$ cat config.mk
export PLATFORM = sky130hd
export DESIGN_NAME = tick_scheduler_flat
export DESIGN_NICKNAME = d
export VERILOG_FILES = /design/src/rtl/tick_scheduler_if.sv /design/src/rtl/tick_scheduler.sv /design/src/flat_wrapper.sv
export SDC_FILE = /design/constraint.sdc
export NUM_CORES = 1
export LEC_CHECK = 0
export ABC_AREA = 0
export CAP_MARGIN = 0
export CELL_PAD_IN_SITES_DETAIL_PLACEMENT = 1
export CELL_PAD_IN_SITES_GLOBAL_PLACEMENT = 1
export CORE_MARGIN = 8
export CORE_UTILIZATION = 48
export DETAILED_ROUTE_END_ITERATION = 10
export PLACE_DENSITY_LB_ADDON = 0.1
export SETUP_SLACK_MARGIN = 0.2
export SYNTH_ARGS = -nofsm -noshare
export SYNTH_HDL_FRONTEND = slang
export SYNTH_SLANG_ARGS = --single-unit
$ cat constraint.sdc
create_clock -name clock -period 3.4 [get_ports clock]
set_input_delay 0.85 -clock clock [delete_from_list [all_inputs] [get_ports clock]]
set_output_delay 0.85 -clock clock [all_outputs]
set_load 0.005 [all_outputs]
$ cat src/rtl/tick_scheduler_if.sv
// Configuration and grant bundle shared between the tick scheduler
// and the consumer that owns the shared resource.
interface tick_scheduler_if #(
    parameter int PW = 8
);
    logic          cfg_we;
    logic [1:0]    cfg_ch;
    logic [PW-1:0] cfg_period;
    logic          done;
    logic [3:0]    grant;
    logic          grant_valid;
    logic [1:0]    grant_id;
    logic [3:0]    pending;
    logic [3:0]    overrun;

    modport master (
        input  cfg_we,
        input  cfg_ch,
        input  cfg_period,
        input  done,
        output grant,
        output grant_valid,
        output grant_id,
        output pending,
        output overrun
    );

    modport slave (
        output cfg_we,
        output cfg_ch,
        output cfg_period,
        output done,
        input  grant,
        input  grant_valid,
        input  grant_id,
        input  pending,
        input  overrun
    );
endinterface

$ cat src/rtl/tick_scheduler.sv
// Prescaled base tick driving four periodic channels that share one
// resource through a round-robin IDLE/GRANT arbiter.
module tick_scheduler #(
    parameter int DIV = 25000000,
    parameter int CW  = 25,
    parameter int PW  = 8
) (
    input  logic             clock,
    input  logic             resetn,
    input  logic             enable,
    output logic             base_tick,
    tick_scheduler_if.master bus
);
    typedef enum logic {IDLE, GRANT} state_t;

    localparam logic [CW-1:0] TC  = CW'(DIV - 1);
    localparam logic [PW-1:0] ONE = PW'(1);

    state_t        state, state_n;
    logic [CW-1:0] pcnt;
    logic [1:0]    gid, gid_n;
    logic [1:0]    last_grant, last_n;
    logic [1:0]    pick, idx;
    logic          found;
    logic          gv;
    logic [3:0]    take, expire, granted;
    logic [3:0]    pend_q, ovr_q;
    logic [PW-1:0] period [4];
    logic [PW-1:0] ccnt [4];

    always_ff @(posedge clock) begin
        if (!resetn) begin
            pcnt      <= '0;
            base_tick <= 1'b0;
        end else begin
            base_tick <= enable && (pcnt == TC);
            if (enable)
                pcnt <= (pcnt == TC) ? '0 : pcnt + 1'b1;
        end
    end

    always_comb begin
        for (int i = 0; i < 4; i++) begin
            expire[i]  = base_tick && (period[i] != '0) &&
                         (ccnt[i] == period[i] - ONE);
            granted[i] = (state == GRANT) && (gid == 2'(i));
        end
    end

    // A config write beats a same-cycle expiry; a new expiry beats the
    // arbiter's pending clear.
    always_ff @(posedge clock) begin
        if (!resetn) begin
            for (int i = 0; i < 4; i++) begin
                period[i] <= '0;
                ccnt[i]   <= '0;
            end
            pend_q <= '0;
            ovr_q  <= '0;
        end else begin
            for (int i = 0; i < 4; i++) begin
                if (bus.cfg_we && (bus.cfg_ch == 2'(i))) begin
                    period[i] <= bus.cfg_period;
                    ccnt[i]   <= '0;
                    pend_q[i] <= 1'b0;
                    ovr_q[i]  <= 1'b0;
                end else begin
                    if (base_tick && (period[i] != '0))
                        ccnt[i] <= expire[i] ? '0 : ccnt[i] + ONE;
                    pend_q[i] <= expire[i] | (pend_q[i] & ~take[i]);
                    if (expire[i] && (pend_q[i] || granted[i]))
                        ovr_q[i] <= 1'b1;
                end
            end
        end
    end

    always_ff @(posedge clock) begin
        if (!resetn) begin
            state      <= IDLE;
            gid        <= 2'd0;
            last_grant <= 2'd3;
        end else begin
            state      <= state_n;
            gid        <= gid_n;
            last_grant <= last_n;
        end
    end

    always_comb begin
        state_n = state;
        gid_n   = gid;
        last_n  = last_grant;
        found   = 1'b0;
        pick    = 2'd0;
        idx     = 2'd0;
        take    = 4'b0000;
        for (int k = 1; k <= 4; k++) begin
            idx = last_grant + 2'(k);
            if (!found && pend_q[idx]) begin
                found = 1'b1;
                pick  = idx;
            end
        end
        unique case (state)
            IDLE: begin
                if (found) begin
                    state_n    = GRANT;
                    gid_n      = pick;
                    take[pick] = 1'b1;
                end
            end
            GRANT: begin
                if (bus.done) begin
                    state_n = IDLE;
                    last_n  = gid;
                end
            end
            default: state_n = IDLE;
        endcase
    end

    assign gv              = (state == GRANT);
    assign bus.grant_valid = gv;
    assign bus.grant_id    = gv ? gid : 2'd0;
    assign bus.grant       = gv ? (4'b0001 << gid) : 4'b0000;
    assign bus.pending     = pend_q;
    assign bus.overrun     = ovr_q;
endmodule
$ cat src/flat_wrapper.sv
// flat-port wrapper written by rule: the top's interface ports become plain ports
module tick_scheduler_flat 
#(
    parameter int DIV = 25000000,
    parameter int CW  = 25,
    parameter int PW  = 8
)
  (clock, resetn, enable, base_tick, bus_cfg_we, bus_cfg_ch, bus_cfg_period, bus_done, bus_grant, bus_grant_valid, bus_grant_id, bus_pending, bus_overrun);
  tick_scheduler_if #(.PW(PW)) bus_i ();
  input  logic clock;
  input  logic resetn;
  input  logic enable;
  output logic base_tick;
  input wire logic [$bits(bus_i.cfg_we)-1:0] bus_cfg_we;
  input wire logic [$bits(bus_i.cfg_ch)-1:0] bus_cfg_ch;
  input wire logic [$bits(bus_i.cfg_period)-1:0] bus_cfg_period;
  input wire logic [$bits(bus_i.done)-1:0] bus_done;
  output wire logic [$bits(bus_i.grant)-1:0] bus_grant;
  output wire logic [$bits(bus_i.grant_valid)-1:0] bus_grant_valid;
  output wire logic [$bits(bus_i.grant_id)-1:0] bus_grant_id;
  output wire logic [$bits(bus_i.pending)-1:0] bus_pending;
  output wire logic [$bits(bus_i.overrun)-1:0] bus_overrun;
  assign bus_i.cfg_we = bus_cfg_we;
  assign bus_i.cfg_ch = bus_cfg_ch;
  assign bus_i.cfg_period = bus_cfg_period;
  assign bus_i.done = bus_done;
  assign bus_grant = bus_i.grant;
  assign bus_grant_valid = bus_i.grant_valid;
  assign bus_grant_id = bus_i.grant_id;
  assign bus_pending = bus_i.pending;
  assign bus_overrun = bus_i.overrun;
  tick_scheduler #(.DIV(DIV), .CW(CW), .PW(PW)) u_core (.clock(clock), .resetn(resetn), .enable(enable), .base_tick(base_tick), .bus(bus_i));
endmodule
==> impl_metrics.py <==
metrics = {
    "route": {
        "wl_per_cell_um": 18.6,
        "drt-initial-drc-count": 209,
        "firstDrtPassIters": 4,
        "ant_nets": 0,
        "totalWireLength_um": 14400,
        "drc": 0,
        "routed_via_density": 5.87,
        "route.vias.total": 4534,
    },
    "cts": {
        "cts_buffers": 9,
        "path_clk_slew_ns": 0.07,
        "cts_hold_buf": 0,
        "clockBufferDepth": 2,
        "postCtsSetupBuffers": 0,
        "worstSkewPairLatency_ns": 0.36,
        "htreeDepth": 3,
        "clockRootBuffer": "clkbuf_16",
        "cts-resized-gates": 0,
        "cts_tree": "yes",
        "cts.sinks": 103,
    },
    "sta": {
        "rsz0062_at_grt": "false",
        "timing.hold.ws_ns": 0.506,
        "fin_tns_setup_ns": 0,
        "final_hold_viol_count": 0,
        "max_freq_mhz": 329,
        "slew_headroom_pct": 48.0,
        "worstMarginPinSlew_ns": 0.776,
        "finalCritPeriodShare_pct": 89.3,
        "skew_ns": 0.00632,
        "report.final.setup_viol": 0,
        "fin_crit_ns": 3.04,
        "slew_viol_final": 0,
    },
    "pwr": {
        "pwr-share-clk_pct": 38.0,
        "power_frac_seq_pct": 52.1,
        "p_comb_share_pct": 9.9,
        "p_leak_uw": 0.00228,
        "ir_worst_vdd_mv": 0.234,
        "swShare_pct": 26.2,
        "intPower_uw": 2050,
        "p_per_area_nw_per_um2": 421,
        "netSwitchingPower_uw": 728,
        "p_total_uw": 2770,
    },
    "die": {
        "die-area_sq_um": 15900,
        "start_util_pct": 48.9,
        "core_sq_um": 11900,
        "row_count": 40,
        "fp.dieH_um": 126,
        "die_w_um": 126,
        "io_pins": 31,
    },
    "yosys": {
        "synthSimpleGateAreaFrac_pct": 24.9,
        "syn-instance-count": 590,
        "synth-xor-area-share_pct": 11.6,
        "synth_commonest_cells": "64 x edfxtp_1, 54 x nor2_1, 41 x xnor2_1",
        "synth_area_sq_um": 5830,
        "yosysTopAreaCellShare_pct": 33.0,
        "synth.ff_latch_count": 103,
        "synth_top_family_by_area": "simple AND/OR/NAND/NOR gates",
        "syn-num-nets": 614,
        "synth_warnings": 0,
        "synthTopCellsByArea": "edfxtp_1 33%, dfxtp_1 13%, xnor2_1 6.2%, xor2_1 5.4%, and2_1 4.1%",
        "avgSynthCellArea_sq_um": 9.88,
        "async_flop_share_pct": 0,
        "synthAdderAreaFrac_pct": 1.93,
        "synth_cell_types": 65,
        "ys.flop_type": "edfxtp_1",
        "synth_enable_flop_cells": 64,
        "yosysSeqAreaShare_pct": 46.4,
        "muxShareOfSynthArea_pct": 0.172,
        "synth.most_common_cell": "edfxtp_1",
        "yosys.area.top_type": "edfxtp_1",
        "synth_compound_area_share_pct": 12.7,
    },
    "worst_setup_path": {
        "end_kind": "output pin",
        "critPathMaxFanout": 13,
        "crit_arrival_ns": 2.19,
        "critPathLaunchType": "flop",
        "critPathRequiredTime_ns": 2.55,
        "criticalPathCategory": "reg -> out",
    },
    "global_routing": {
        "grt_pass1_vias": 4670,
        "gr-total-overflow": 0,
        "antenna_found_initial": 0,
        "grt_max_degree": 25,
        "grt_pass1_wl_um": 24000,
        "grt_use_total_pct": 18.7,
    },
    "final_layout": {
        "layout.cells.non_filler": 773,
        "finish.net_count": 645,
        "layout-drive-gt1-share_pct": 7.03,
        "syn_to_final_growth_pct": 13.1,
        "antenna_cells": 0,
    },
    "placed_design": {
        "gp_congestion": 0.825,
        "placed_cells": 757,
        "dp_hpwl_um": 10700,
        "portBuffers": 30,
    },
    "status": {
        "status": "completed",
    },
    "job": {
        "maxCapViolCount": 0,
    },
    "min_path": {
        "hold_class": "reg -> reg",
    },
}
cells in the final DEF, fill, tap and decap left out, types with 8 or more instances in the layout:
cell / Yosys / layout
edfxtp_1: 64 / 64
clkbuf_16: 0 / 10
dfxtp_1: 39 / 39
and2_1: 38 / 38
a21oi_1: 13 / 13
and3_1: 11 / 11
clkdlybuf4s50_1: 0 / 30
xnor2_1: 41 / 41
xor2_1: 36 / 36
nand4_1: 10 / 10
ha_1: 9 / 9
nor2_1: 54 / 54
a211oi_1: 27 / 27
inv_1: 21 / 21
o21ai_0: 9 / 9
nand2b_1: 8 / 8
nor2b_1: 12 / 12
nand2_1: 34 / 34
nand3_1: 30 / 30
nor3_1: 23 / 23
area by class of cell:
cell class | instances | area (sq um)
clock inverter | 6 | 45.0
clock buffer | 10 | 250
multi-input combinational | 450 | 2990
timing repair buffer | 36 | 345
inverter | 21 | 78.8
tap | 147 | 184
fill | 1336 | 5320
sequential | 103 | 2700
worst paths after layout:
kind                     startpoint                     to  slack [ns]  cells after the start
max          u_core.bus.grant_valid           bus_grant[1]        0.36                      3
min           u_core.bus.overrun[1]  u_core.bus.overrun[1]        0.51                      1
max reg2reg     u_core.period[2][0]      u_core.ccnt[2][0]        0.66                      7
min reg2reg   u_core.bus.overrun[1]  u_core.bus.overrun[1]        0.51                      1
stage by stage:
stage	util, %	cell area (sq um)	setup WS [ns]
global placement	52.9	6300	0.521
finish	55.4	6590	0.363
global route	55.4	6590	0.263
CTS	55.4	6590	0.363
detailed placement	52.9	6300	0.430
floorplan	-	5830	0.872
metal layers:
layer	vias to the layer above	routed length [um]	global-route usage, %
met1	2232	6630	23.0
met4	0	286	7.15
met3	22	396	3.80
li1	2220	-	-
met2	60	7070	31.6
met5	-	0	0
worst max-delay path, stage by stage (launching register included):
cell             delay [ns]
dfxtp_1                0.56
inv_1                  0.15
nor3b_1                0.50
clkdlybuf4s50_1        0.62
power groups by stage:
stage / Combinational, uW / Sequential [uW] / Clock, uW
2_1_floorplan: 204 / 1440 / 0
3_3_place_gp: 259 / 1470 / 0
3_5_place_dp: 276 / 1470 / 0
4_1_cts: 278 / 1440 / 1070
5_1_grt: 306 / 1450 / 1120
6_report: 276 / 1440 / 1050
cells by family after synthesis:
family / Yosys count
simple gates: 265
fa+ha+maj: 9
flops: 103
buf+inv: 37
mux: 1
compound gates: 98
xor+xnor: 77
sequential cells by signal, summed over array words and instances (netlist names):
register	cells
u_core.ccnt	32
u_core.gid	2
u_core.last_grant	2
u_core.period	32
u_core.bus.overrun	4
u_core.base_tick	1
u_core.pcnt	25
u_core.bus.grant_valid	1
u_core.bus.pending	4
Note: power is estimated with default switching activity, not from simulation.
